===== src/rtl/pixel_reader_pkg.sv =====
// Types and constants shared by the pixel reader, its output FIFO and the
// pixel-memory writer (word layout and address field positions).
package pixel_reader_pkg;

  typedef enum logic [1:0] {
    IDLE  = 2'd0,
    RUN   = 2'd1,
    DRAIN = 2'd2
  } state_t;

  typedef logic [47:0] pixel_t;

  localparam int R_LSB = 0;
  localparam int R_MSB = 15;
  localparam int G_LSB = 16;
  localparam int G_MSB = 31;
  localparam int B_LSB = 32;
  localparam int B_MSB = 47;

  localparam int ADDR_W       = 16;
  localparam int COORD_W      = 5;
  localparam int ADDR_COL_LSB = 0;
  localparam int ADDR_ROW_LSB = 5;

  typedef struct packed {
    pixel_t               data;
    logic [COORD_W-1:0]   row;
    logic [COORD_W-1:0]   col;
    logic                 last;
  } pix_entry_t;

  // Upper address bits stay zero; only row and col fields are populated.
  function automatic logic [ADDR_W-1:0] pixel_addr(input logic [COORD_W-1:0] row,
                                                   input logic [COORD_W-1:0] col);
    logic [ADDR_W-1:0] addr;
    addr = '0;
    addr[ADDR_ROW_LSB +: COORD_W] = row;
    addr[ADDR_COL_LSB +: COORD_W] = col;
    return addr;
  endfunction

endpackage


===== src/rtl/pixel_skid_fifo.sv =====
// Two-entry FIFO between the pixel memory and the consumer; tolerates a push
// and a pop in the same cycle even when full.
module pixel_skid_fifo #(
  parameter int WIDTH = 8
) (
  input  logic             clk,
  input  logic             rst,
  input  logic             push,
  input  logic [WIDTH-1:0] push_data,
  input  logic             pop,
  output logic [WIDTH-1:0] head_data,
  output logic             not_empty,
  output logic [1:0]       count
);

  logic [WIDTH-1:0] mem [2];
  logic             wr_ptr;
  logic             rd_ptr;
  logic             do_push;
  logic             do_pop;

  assign do_pop  = pop && (count != 2'd0);
  assign do_push = push && ((count != 2'd2) || do_pop);

  always_ff @(posedge clk) begin
    if (!rst) begin
      mem[0] <= '0;
      mem[1] <= '0;
      wr_ptr <= 1'b0;
      rd_ptr <= 1'b0;
      count  <= 2'd0;
    end else begin
      if (do_push) begin
        mem[wr_ptr] <= push_data;
        wr_ptr      <= ~wr_ptr;
      end
      if (do_pop) begin
        rd_ptr <= ~rd_ptr;
      end
      count <= count + {1'b0, do_push} - {1'b0, do_pop};
    end
  end

  assign head_data = mem[rd_ptr];
  assign not_empty = (count != 2'd0);

endmodule


===== src/rtl/pixel_reader.sv =====
// Streams one IMG_DIM x IMG_DIM frame from pixel memory in raster order onto a
// valid/ready interface, with a 1-cycle memory latency absorbed by a 2-entry FIFO.
module pixel_reader
  import pixel_reader_pkg::*;
#(
  parameter int IMG_DIM = 32
) (
  input  logic        clk,
  input  logic        rst,
  input  logic        start,
  output logic        busy,
  output logic        done,
  output logic [15:0] read_pixel_addr,
  output logic        read_pixel_signal,
  input  logic [47:0] read_pixel_data,
  output logic        pix_valid,
  input  logic        pix_ready,
  output logic [47:0] pix_data,
  output logic [4:0]  pix_row,
  output logic [4:0]  pix_col,
  output logic        pix_last
);

  localparam logic [COORD_W-1:0] MAX_COORD = COORD_W'(IMG_DIM - 1);

  state_t             state;
  state_t             state_nxt;
  logic [COORD_W-1:0] row_cnt;
  logic [COORD_W-1:0] col_cnt;
  logic [COORD_W-1:0] fl_row;
  logic [COORD_W-1:0] fl_col;
  logic               fl_last;
  logic               in_flight;
  logic [ADDR_W-1:0]  last_addr;
  logic               done_q;
  logic               issue;
  logic               issue_last;
  logic               fifo_pop;
  logic               fifo_valid;
  logic [1:0]         fifo_count;
  pix_entry_t         push_entry;
  pix_entry_t         head_entry;

  assign fifo_pop   = fifo_valid && pix_ready;
  assign issue_last = (row_cnt == MAX_COORD) && (col_cnt == MAX_COORD);
  // Counting this cycle's pop lets a read issue every cycle while the consumer keeps up.
  assign issue      = (state == RUN) &&
                      (({1'b0, fifo_count} + {2'b0, in_flight} - {2'b0, fifo_pop}) < 3'd2);

  always_ff @(posedge clk) begin
    if (!rst) begin
      state <= IDLE;
    end else begin
      state <= state_nxt;
    end
  end

  always_comb begin
    state_nxt = state;
    case (state)
      IDLE:    if (start) state_nxt = RUN;
      RUN:     if (issue && issue_last) state_nxt = DRAIN;
      DRAIN:   if (fifo_pop && head_entry.last) state_nxt = IDLE;
      default: state_nxt = IDLE;
    endcase
  end

  always_ff @(posedge clk) begin
    if (!rst) begin
      row_cnt   <= '0;
      col_cnt   <= '0;
      fl_row    <= '0;
      fl_col    <= '0;
      fl_last   <= 1'b0;
      in_flight <= 1'b0;
      last_addr <= '0;
      done_q    <= 1'b0;
    end else begin
      in_flight <= issue;
      done_q    <= (state == DRAIN) && (state_nxt == IDLE);
      if (issue) begin
        fl_row    <= row_cnt;
        fl_col    <= col_cnt;
        fl_last   <= issue_last;
        last_addr <= pixel_addr(row_cnt, col_cnt);
        if (col_cnt == MAX_COORD) begin
          col_cnt <= '0;
          row_cnt <= issue_last ? '0 : row_cnt + 1'b1;
        end else begin
          col_cnt <= col_cnt + 1'b1;
        end
      end
    end
  end

  always_comb begin
    busy              = (state != IDLE);
    done              = done_q;
    read_pixel_signal = issue || in_flight;
    read_pixel_addr   = issue ? pixel_addr(row_cnt, col_cnt) : last_addr;
  end

  assign push_entry = '{data: read_pixel_data, row: fl_row, col: fl_col, last: fl_last};

  pixel_skid_fifo #(
    .WIDTH($bits(pix_entry_t))
  ) u_fifo (
    .clk      (clk),
    .rst      (rst),
    .push     (in_flight),
    .push_data(push_entry),
    .pop      (fifo_pop),
    .head_data(head_entry),
    .not_empty(fifo_valid),
    .count    (fifo_count)
  );

  assign pix_valid = fifo_valid;
  assign pix_data  = head_entry.data;
  assign pix_row   = head_entry.row;
  assign pix_col   = head_entry.col;
  assign pix_last  = fifo_valid && head_entry.last;

endmodule


===== config.mk =====
export PLATFORM = sky130hd
export DESIGN_NAME = pixel_reader
export DESIGN_NICKNAME = d
export VERILOG_FILES = /design/src/rtl/pixel_reader_pkg.sv /design/src/rtl/pixel_skid_fifo.sv /design/src/rtl/pixel_reader.sv
export SDC_FILE = /design/constraint.sdc
export NUM_CORES = 1
export LEC_CHECK = 0
export BUFFER_PORTS_ARGS = -buffer_cell sky130_fd_sc_hd__buf_4
export CAP_MARGIN = 20
export CORE_UTILIZATION = 40
export CTS_CLUSTER_DIAMETER = 30
export DETAILED_ROUTE_END_ITERATION = 8
export SYNTH_ARGS = -nofsm -noshare
export SYNTH_HDL_FRONTEND = slang
export SYNTH_SLANG_ARGS = --single-unit

===== constraint.sdc =====
create_clock -name clk -period 2.9 [get_ports clk]
set_input_delay 0.145 -clock clk [delete_from_list [all_inputs] [get_ports clk]]
set_output_delay 0.145 -clock clk [all_outputs]
set_load 0.1 [all_outputs]

==> impl_metrics.tcl, run 1 <==
set metrics [dict create \
    status "completed" \
    dp_hpwl_um 8662 \
    p_leak_nw 3.873 \
    ff2ff_path_depth 8 \
    dr.pass1.iters 4 \
    synthFlopType "edfxtp_1" \
    grt_max_degree 60 \
    syn_area_um2 7053 \
    r2r-end "row_cnt[1]" \
    drt-vias-per-instance 5.010 \
    intPower_mw 5.253 \
    area_delta_synth_final_pct 36.72 \
    cts_tree "built" \
    die_area_um2 18170 \
    hold_path_class "input pin to flop" \
    syn_avg_cell_area_um2 13.06 \
    cp_num_buf_inv 3 \
    grt_usage_pct 16.44 \
    grt_pass1_vias 4593 \
    diodes 0 \
    cts_buffers 17 \
    antenna_found_initial 0 \
    vias 4684 \
    clock_sinks 164 \
    p_seq_share_pct 30.7 \
    clockPowerShare_pct 23.8 \
    synth_area_leader_cell "edfxtp_1" \
    vdd.ir_drop.worst_v 0.0006733 \
    port_buffers 130 \
    dp.cells 879 \
    ctsRootBufferMaster "clkbuf_16" \
    wl_um 14680 \
    hp-start "read_pixel_data[14]" \
    cpPeakStageDelay_ps 550 \
    finalSetupTns_ps 0 \
    synth-edff-count 118 \
    insertion_delay_ps 410 \
    gp_congestion 0.7693 \
    grt_overflow 0 \
    layout_commonest_cell "buf_4" \
    async_flop_share_pct 0 \
    crit_path_top_delay_cell "fa_2" \
    min_period_ps 2864 \
    path_clk_slew_ps 60 \
    wire_per_inst_um 15.70 \
    max_freq_ghz 0.3491 \
    hold_end "u_fifo.mem[1][25]" \
    initial_core_util_pct 40.92 \
    worst_setup_path_start_kind "flop" \
    critPathTopFamily "adder cells" \
    synth-seq-cells 164 \
    stdcell_count 935 \
    hold_viol_final 0 \
    dpl_cell_area_um2 8459 \
    required_ps 2760 \
    antenna_left 0 \
    combPwrFrac_pct 45.5 \
    max-cap-violations 0 \
    fin_util_pct 55.95 \
    synth_area_leaders "edfxtp_1 (50%), dfxtp_1 (13%), and2_1 (9.8%)" \
    slew-limit-headroom_pct 52.97 \
    crit_chain "o21ai_2 -> inv_1 -> ha_1 -> nand2b_4 -> fa_2 -> and3b_2 -> clkbuf_16 -> nand3_2 -> nand2_4 -> buf_12" \
    drive_gt1_share_pct 43.80 \
    regToRegStartpoint "u_fifo.count[1]" \
    post-route-period-util_pct 98.76 \
    syn_inst 540 \
    p_per_area_nw_per_um2 968.4 \
    grt_pass1_wl_um 23000 \
    end_kind "primary output" \
    fin_nets 757 \
    layout_common_cells "buf_4 (131), edfxtp_1 (118), and2_1 (104)" \
    switching_power_mw 4.085 \
    fp.dieW_um 134.8 \
    skew_ps 8.489 \
    row_count 48 \
    synth_cell_types 46 \
    worst_pin_slew_ps 705.5 \
    crit_arrival_ps 2720 \
    drt_iter0_markers 235 \
    switching_share_pct 43.75 \
    io_pins 131 \
    drc 0 \
    synth_warnings 0 \
    core_um2 17240 \
    path_class "flop to primary output" \
    cp_max_fo 7 \
    die_y_um 134.8 \
    ys_seq_area_share_pct 63.30 \
    synth_top_cell_area_share_pct 50.24 \
    hold_path_depth 2 \
    cts_max_level 4 \
    r2r_slack_ps 320 \
    synth_fp_nets 600 \
    setup_violations 0 \
    clk_path_buf_depth 2 \
    rsz0062_at_grt "yes" \
    fin_area_um2 9643 \
    slew_violations 0 \
]
worst max path at each step:
| stage | startpoint | end | slack, ps | depth (start not counted) |
|---|---|---|---|---|
| 3_3_place_gp | u_fifo.count[0] | read_pixel_addr[15] | 220 | 9 |
| 3_5_place_dp | u_fifo.count[0] | read_pixel_addr[1] | 190 | 10 |
| 6_report | u_fifo.count[1] | read_pixel_addr[4] | 40 | 10 |
| 4_1_cts | u_fifo.count[0] | read_pixel_addr[0] | -40 | 10 |
| 2_1_floorplan | u_fifo.count[1] | read_pixel_signal | -170 | 10 |
| 5_1_grt | u_fifo.count[1] | read_pixel_addr[4] | -80 | 10 |
power by group through the flow:
stage	logic (mW)	registers, mW	clock network [mW]
2_1_floorplan	3.09	2.89	0
3_3_place_gp	3.93	2.89	0
3_5_place_dp	3.96	2.91	0
4_1_cts	4.08	2.86	2.28
5_1_grt	4.42	2.89	2.37
6_report	4.25	2.87	2.22
what timing repair did:
action | 4_1_cts | 5_1_grt
setup endpoints to repair | 17 | 17
pin swaps | 1 | 2
hold buffers | 18 | 0
gates cloned | 0 | 1
hold endpoints to repair | 21 | 0
resized for setup | 57 | 34
setup buffers | 0 | 5
layout make-up:
class	count	area (um2)
Fill cell	1419	7594
Sequential cell	164	4468
Timing Repair Buffer	173	1617
Multi-Input combinational cell	335	2660
Clock inverter	7	66.31
Inverter	6	22.52
Tap cell	225	281.5
Clock buffer	25	528.0
kinds of logic after synthesis:
family                   synth area share [%]
buffers and inverters                   2.625
flip-flops                              63.30
XOR/XNOR                               0.4968
AND/OR/NAND/NOR                         17.26
AO/OA/AOI/OAI                           5.393
multiplexers                            9.402
adder cells (fa/ha/maj)                 1.526
state kept, by name (all words and copies together), names as in the netlist, 2 cells and up, named ones only:
signal,flops
state,2
fl_row,5
u_fifo.count,2
u_fifo.mem,118
col_cnt,5
fl_col,5
last_addr,16
row_cnt,5
worst register-to-register path: stages (launching register included):
cell,delay (ps)
dfxtp_2,330
o21ai_2,140
inv_1,50
ha_1,260
nand2b_4,140
fa_2,550
nand4b_1,310
or4b_1,580
a21oi_1,160
through the flow:
stage                     worst slack, ps  hold slack (ps)  total power, mW
after floorplan                    -170.8            318.5            5.981
final                               35.86            18.62            9.338
after global routing               -81.71            2.968            9.680
after CTS                          -38.61           0.2980            9.222
after global placement              222.9            428.4            6.822
after detailed placement            187.8            433.7            6.866
Yosys cell counts, types with 3 or more instances:
cell type	instances
edfxtp_1	118
dfxtp_1	46
and2_2	7
nand2b_1	3
buf_2	7
inv_1	5
o311ai_0	4
clkbuf_1	22
nor2_1	11
nand3_1	11
o21ai_0	30
buf_1	3
nand4_1	4
a21oi_1	28
and2_4	10
nand2_1	13
and3_1	8
nand3b_1	4
mux2_2	58
ha_1	7
and2_1	110
layer usage:
metal,routed length [um],global-route usage (%),part of all wire [%],up-vias
met2,7157,26.69,49,126
met1,6450,21.11,44,2295
met5,0,0,0,-
li1,-,-,-,2246
met4,216,6.367,1.5,0
met3,856,4.129,5.8,17
Power figures use the tool's default switching activity.
==> inputs of run 2 (changes only) <==
--- a/config.mk
+++ b/config.mk
@@ -7,9 +7,10 @@
 export LEC_CHECK = 0
 export BUFFER_PORTS_ARGS = -buffer_cell sky130_fd_sc_hd__buf_4
 export CAP_MARGIN = 20
-export CORE_UTILIZATION = 40
+export CORE_UTILIZATION = 55
 export CTS_CLUSTER_DIAMETER = 30
 export DETAILED_ROUTE_END_ITERATION = 8
+export PLACE_DENSITY = 0.79
 export SYNTH_ARGS = -nofsm -noshare
 export SYNTH_HDL_FRONTEND = slang
 export SYNTH_SLANG_ARGS = --single-unit
==> constraint.sdc (replaced) <==
create_clock -name clk -period 2.7 [get_ports clk]
set_input_delay 0.135 -clock clk [delete_from_list [all_inputs] [get_ports clk]]
set_output_delay 0.135 -clock clk [all_outputs]
set_load 0.1 [all_outputs]
==> impl_metrics.tcl, run 2 (synthesized netlist as in run 1, its figures left out) <==
set metrics [dict create \
    drt-vias-per-instance 5.433 \
    grt_pass1_wl_um 24780 \
    status "complete, but fails checks" \
    diodes 0 \
    dp_hpwl_um 8597 \
    fin_util_pct 78.84 \
    fin_area_um2 9908 \
    post-route-period-util_pct 110.3 \
    cts_max_level 4 \
    grt_pass1_vias 5061 \
    hold_end "u_fifo.mem[1][36]" \
    die_area_um2 13280 \
    drive_gt1_share_pct 43.11 \
    io_pins 131 \
    clk_path_buf_depth 2 \
    path_clk_slew_ps 60 \
    row_count 41 \
    core_um2 12570 \
    switching_power_mw 4.599 \
    vias 4955 \
    ctsRootBufferMaster "clkbuf_16" \
    required_ps 2570 \
    drc 0 \
    antenna_found_initial 0 \
    grt_usage_pct 24.92 \
    power_mw 10.25 \
    wire_per_inst_um 17.76 \
    switching_share_pct 44.85 \
    fin_nets 787 \
    layout_commonest_cell "buf_4" \
    end_kind "primary output" \
    hold_path_class "input pin to flop" \
    max_freq_ghz 0.3359 \
    regToRegStartpoint "u_fifo.count[1]" \
    dp.cells 824 \
    r2r-end "col_cnt[2]" \
    grt_max_degree 60 \
    skew_ps 9.248 \
    p_per_area_nw_per_um2 1035 \
    path_class "flop to primary output" \
    regMostFlops "u_fifo.mem" \
    worst_pin_slew_ps 717.3 \
    p_leak_nw 4.020 \
    clockPowerShare_pct 22.3 \
    violations "negative setup slack" \
    layout_common_cells "buf_4 (131), edfxtp_1 (118), and2_1 (104)" \
    hold_viol_final 0 \
    worst_setup_path_start_kind "flop" \
    nFillCells 733 \
    hp-start "read_pixel_data[25]" \
    dpl_cell_area_um2 8373 \
    reg_top3 "u_fifo.mem: 118 flops, last_addr: 16 flops" \
    crit_arrival_ps 2840 \
    intPower_mw 5.654 \
    min_period_ps 2977 \
    slew_violations 0 \
    max-cap-violations 0 \
    fp.dieW_um 115.2 \
    cts_buffers 17 \
    drt_iter0_markers 351 \
    hold_slack_ps 5.986 \
    r2r_slack_ps 10 \
    vdd.ir_drop.worst_v 0.0008593 \
    p_seq_share_pct 30.5 \
    fin_ws_ps -277.3 \
    port_buffers 130 \
    dr.pass1.iters 5 \
    finalSetupTns_ps -4155 \
    wl_um 16200 \
    combPwrFrac_pct 47.3 \
    ff2ff_path_depth 10 \
    dp_slack_ps 87.57 \
    slew-limit-headroom_pct 51.88 \
    cp_max_fo 5 \
    rsz0062_at_grt "yes" \
    stdcell_count 912 \
    hold_path_depth 2 \
    die_y_um 115.2 \
    area_delta_synth_final_pct 40.48 \
    gp_congestion 0.7863 \
    setup_violations 17 \
    clock_sinks 164 \
    cts_tree "built" \
    antenna_left 0 \
    insertion_delay_ps 430 \
    largest_register_ffs 118 \
    initial_core_util_pct 56.12 \
    grt_overflow 0 \
]
-- run 2: changes by cell type in the layout (fill, tap and decap cells not counted), moves of 3 or more --
cell and delta:
o311ai_0 -3, nand3_4 -5, clkbuf_8 -3, o311ai_1 +3, inv_6 +3, buf_12 +3, o21ai_2 -7, dlygate4sd3_1 +26
nand3_2 +4, inv_4 +3, o21ai_4 +7, clkbuf_1 -3
-- run 2: per-layer routing --
layer	share of wire [%]	routed length, um	global-route usage [%]
met5	0	0	0
met4	2.8	455	12.29
met3	6.8	1107	5.482
met2	51	8235	43.25
met1	39	6397	29.31
-- run 2: layout make-up --
type | instances | area [um2] | share of cell area [%]
Sequential cell | 164 | 4468 | 45.09
Multi-Input combinational cell | 335 | 2689 | 27.14
Timing Repair Buffer | 203 | 1962 | 19.80
Clock buffer | 17 | 425.4 | 4.293
Tap cell | 172 | 215.2 | 2.172
Clock inverter | 15 | 126.4 | 1.275
Inverter | 6 | 22.52 | 0.2273
-- run 2: critical path, cell delays in order, from the launching register on --
cell and delay (ps):
dfxtp_2 330, o21ai_2 150, inv_1 60, ha_1 280
nand2b_4 150, fa_1 500, xnor2_2 260, buf_4 170
nand2_4 60, buf_6 130, and2_4 160, buf_12 160
-- run 2: what timing repair did --
action,CTS,global route
buffers inserted,6,3
cloned,2,1
gates resized for setup,97,8
endpoints found under the setup margin,17,23
pin swaps,3,2
endpoints found under the hold margin,71,0
hold buffers,44,0
-- run 2: worst max-delay path by stage --
stage               startpoint             endpoint  slack (ps)  cells past startpoint
2_1_floorplan  u_fifo.count[1]  read_pixel_addr[10]        -140                     11
6_report       u_fifo.count[1]  read_pixel_addr[13]        -280                     11
4_1_cts        u_fifo.count[1]  read_pixel_addr[13]        -200                     11
3_3_place_gp   u_fifo.count[0]   read_pixel_addr[7]         190                     10
3_5_place_dp   u_fifo.count[0]   read_pixel_addr[0]          90                     10
5_1_grt        u_fifo.count[1]   read_pixel_addr[0]        -360                     10
-- run 2: power groups by stage --
stage | logic (mW) | registers, mW | clock network (mW)
2_1_floorplan | 3.33 | 3.10 | 0
3_3_place_gp | 4.15 | 3.15 | 0
3_5_place_dp | 4.19 | 3.17 | 0
4_1_cts | 4.63 | 3.12 | 2.29
5_1_grt | 5.01 | 3.15 | 2.41
6_report | 4.85 | 3.12 | 2.28
==> inputs of run 3 (changes only) <==
--- a/config.mk
+++ b/config.mk
@@ -5,12 +5,13 @@
 export SDC_FILE = /design/constraint.sdc
 export NUM_CORES = 1
 export LEC_CHECK = 0
+export ABC_AREA = 1
 export BUFFER_PORTS_ARGS = -buffer_cell sky130_fd_sc_hd__buf_4
 export CAP_MARGIN = 20
-export CORE_UTILIZATION = 55
+export CORE_UTILIZATION = 40
 export CTS_CLUSTER_DIAMETER = 30
 export DETAILED_ROUTE_END_ITERATION = 8
-export PLACE_DENSITY = 0.79
+export SLEW_MARGIN = 0
 export SYNTH_ARGS = -nofsm -noshare
 export SYNTH_HDL_FRONTEND = slang
 export SYNTH_SLANG_ARGS = --single-unit
==> impl_metrics.tcl, run 3 <==
set metrics [dict create \
    cpPeakStageDelay_ps 550 \
    synthMuxAreaShare_pct 9.306 \
    synth_area_leaders "edfxtp_1 (50%), dfxtp_1 (13%), mux2_2 (9.3%)" \
    setup_violations 18 \
    power_mw 8.982 \
    skew_ps 8.751 \
    drc 0 \
    gp_congestion 0.7884 \
    ys_seq_area_share_pct 63.61 \
    drive_gt1_share_pct 38.72 \
    post-route-period-util_pct 104.9 \
    synth_xor_area_share_pct 0.1248 \
    wire_per_inst_um 14.64 \
    synth_cell_types 30 \
    crit_chain "inv_2 -> a21oi_2 -> ha_1 -> or2_4 -> fa_2 -> nand3_4 -> nor2_4 -> buf_12 -> nor2_2 -> buf_12" \
    drt_iter0_markers 192 \
    synth-edff-count 118 \
    cts_buffers 17 \
    syn_area_um2 7018 \
    path_common_cell "buf_12" \
    die_y_um 134.5 \
    io_pins 131 \
    dp_slack_ps 23.40 \
    violations "negative setup slack" \
    p_leak_nw 4.016 \
    cts_max_level 4 \
    status "complete, but fails checks" \
    synth_top_cell_area_share_pct 50.49 \
    synth_fp_nets 697 \
    reg_top3 "u_fifo.mem: 118 flops, last_addr: 16 flops" \
    required_ps 2570 \
    crit_arrival_ps 2700 \
    end_kind "primary output" \
    largest_register_ffs 118 \
    crit_path_top_delay_cell "fa_2" \
    grt_max_degree 61 \
    cp_max_fo 6 \
    synthFlopType "edfxtp_1" \
    ctsRootBufferMaster "clkbuf_16" \
    antenna_found_initial 0 \
    port_buffers 130 \
    rsz0062_at_grt "yes" \
    fin_ws_ps -132.9 \
    max_freq_ghz 0.3530 \
    grt_overflow 0 \
    cts_tree "built" \
    stdcell_count 1036 \
    insertion_delay_ps 420 \
    worst_setup_path_start_kind "flop" \
    synth_area_leader_cell "edfxtp_1" \
    regMostFlops "u_fifo.mem" \
    syn_inst 637 \
    worst_pin_slew_ps 712.8 \
    grt_pass1_vias 5011 \
    area_delta_synth_final_pct 33.52 \
    grt_pass1_wl_um 24090 \
    hold_slack_ps 24.23 \
    slew-limit-headroom_pct 52.48 \
    max-cap-violations 0 \
    drt-vias-per-instance 4.747 \
    hold_path_class "input pin to flop" \
    hold_viol_final 0 \
    dp.cells 986 \
    synthTopCellsByCount "nor2_1 (136), edfxtp_1 (118), inv_1 (87), nand2_1 (74), mux2_2 (58)" \
    fp.dieW_um 134.5 \
    synth-seq-cells 164 \
    clk_path_buf_depth 2 \
    synth_warnings 0 \
    p_per_area_nw_per_um2 958.6 \
    path_class "flop to primary output" \
    synth-simple-area-share_pct 14.87 \
    synth_top_family_by_area "simple AND/OR/NAND/NOR gates" \
    path_clk_slew_ps 70 \
    clock_sinks 164 \
    layout_common_cells "buf_4 (144), nor2_1 (130), edfxtp_1 (118)" \
    min_period_ps 2833 \
    die_area_um2 18080 \
    vias 4918 \
    row_count 48 \
    grt_usage_pct 17.27 \
    initial_core_util_pct 40.72 \
    wl_um 15170 \
    antenna_left 0 \
    syn_avg_cell_area_um2 11.02 \
    core_um2 17240 \
    nFillCells 1509 \
    diodes 0 \
    synth_fa_ha_area_share_pct 1.533 \
    vdd.ir_drop.worst_v 0.0005261 \
    yosysMostFrequentCell "nor2_1" \
    fin_nets 858 \
    async_flop_share_pct 0 \
    synth-compound-area-share_pct 2.906 \
    layout_commonest_cell "buf_4" \
    slew_violations 0 \
    dp_hpwl_um 9446 \
    dr.pass1.iters 4 \
]
run 3: cell count changes after synthesis, sizes merged, moves of 19 or more:
| cell | delta |
|---|---|
| o21ai | -25 |
| inv | +85 |
| clkbuf | -19 |
| nand2 | +70 |
| nor2 | +126 |
| and2 | -126 |
run 3: cell type report:
class                   instances  area (um2)  area share, %
clock buffers                  17       425.4          4.540
clock inverters                15       122.6          1.309
inverters                      91       346.6          3.699
multi-input cells             356        2171          23.17
flip-flops and latches        164        4468          47.68
well taps                     225       281.5          3.004
repair buffers                168        1555          16.60
run 3: layer usage:
metal	part of all wire (%)	vias up	GRT usage (%)
li1	-	2405	-
met1	42	2344	20.15
met2	51	145	30.77
met3	4.8	24	4.092
met4	1.8	0	6.492
met5	0	-	0
run 3: per-stage QoR:
stage	utilization [%]	instance area [um2]	setup TNS [ps]
after floorplan	-	7061	-1772
after global placement	48.42	8347	0
after detailed placement	48.42	8347	0
after CTS	54.02	9311	-3257
after global routing	54.36	9370	-3502
final	54.36	9370	-2032
run 3: timing repair:
| item | in CTS | in global routing |
|---|---|---|
| setup buffers | 10 | 4 |
| endpoints found under the setup margin | 17 | 22 |
| gates cloned | 3 | 0 |
| hold endpoints to repair | 1 | 0 |
| pin swaps | 9 | 9 |
| resized for setup | 71 | 7 |
| hold buffers | 1 | 0 |
run 3: path summary, 6_finish.rpt:
path                            start                  end  slack, ps  depth (start not counted)
hold / removal    read_pixel_data[29]    u_fifo.mem[1][40]         20                          3
setup reg to reg      u_fifo.count[0]           row_cnt[3]        -50                         14
hold reg to reg         u_fifo.rd_ptr                 flop        460                          1
setup / recovery      u_fifo.count[0]  read_pixel_addr[14]       -130                         10
run 3: cells by family after synthesis:
family / Yosys count
simple gates: 247
flops: 164
buf+inv: 119
mux: 58
compound gates: 40
fa+ha+maj: 8
xor+xnor: 1
run 3: worst max-delay path: cells and delay by family (launching register included):
kind,cells,cell delay [ps]
and+or+nand+nor,4,680
buffers and inverters,3,360
adders and majority gates,2,780
DFF,1,330
AOI/OAI and AO/OA,1,130
run 3: report_power, final:
group	switching, mW	total, mW	internal (mW)
clock network	1.03	2.23	1.20
registers	0.115	3.02	2.91
logic	2.69	3.73	1.04
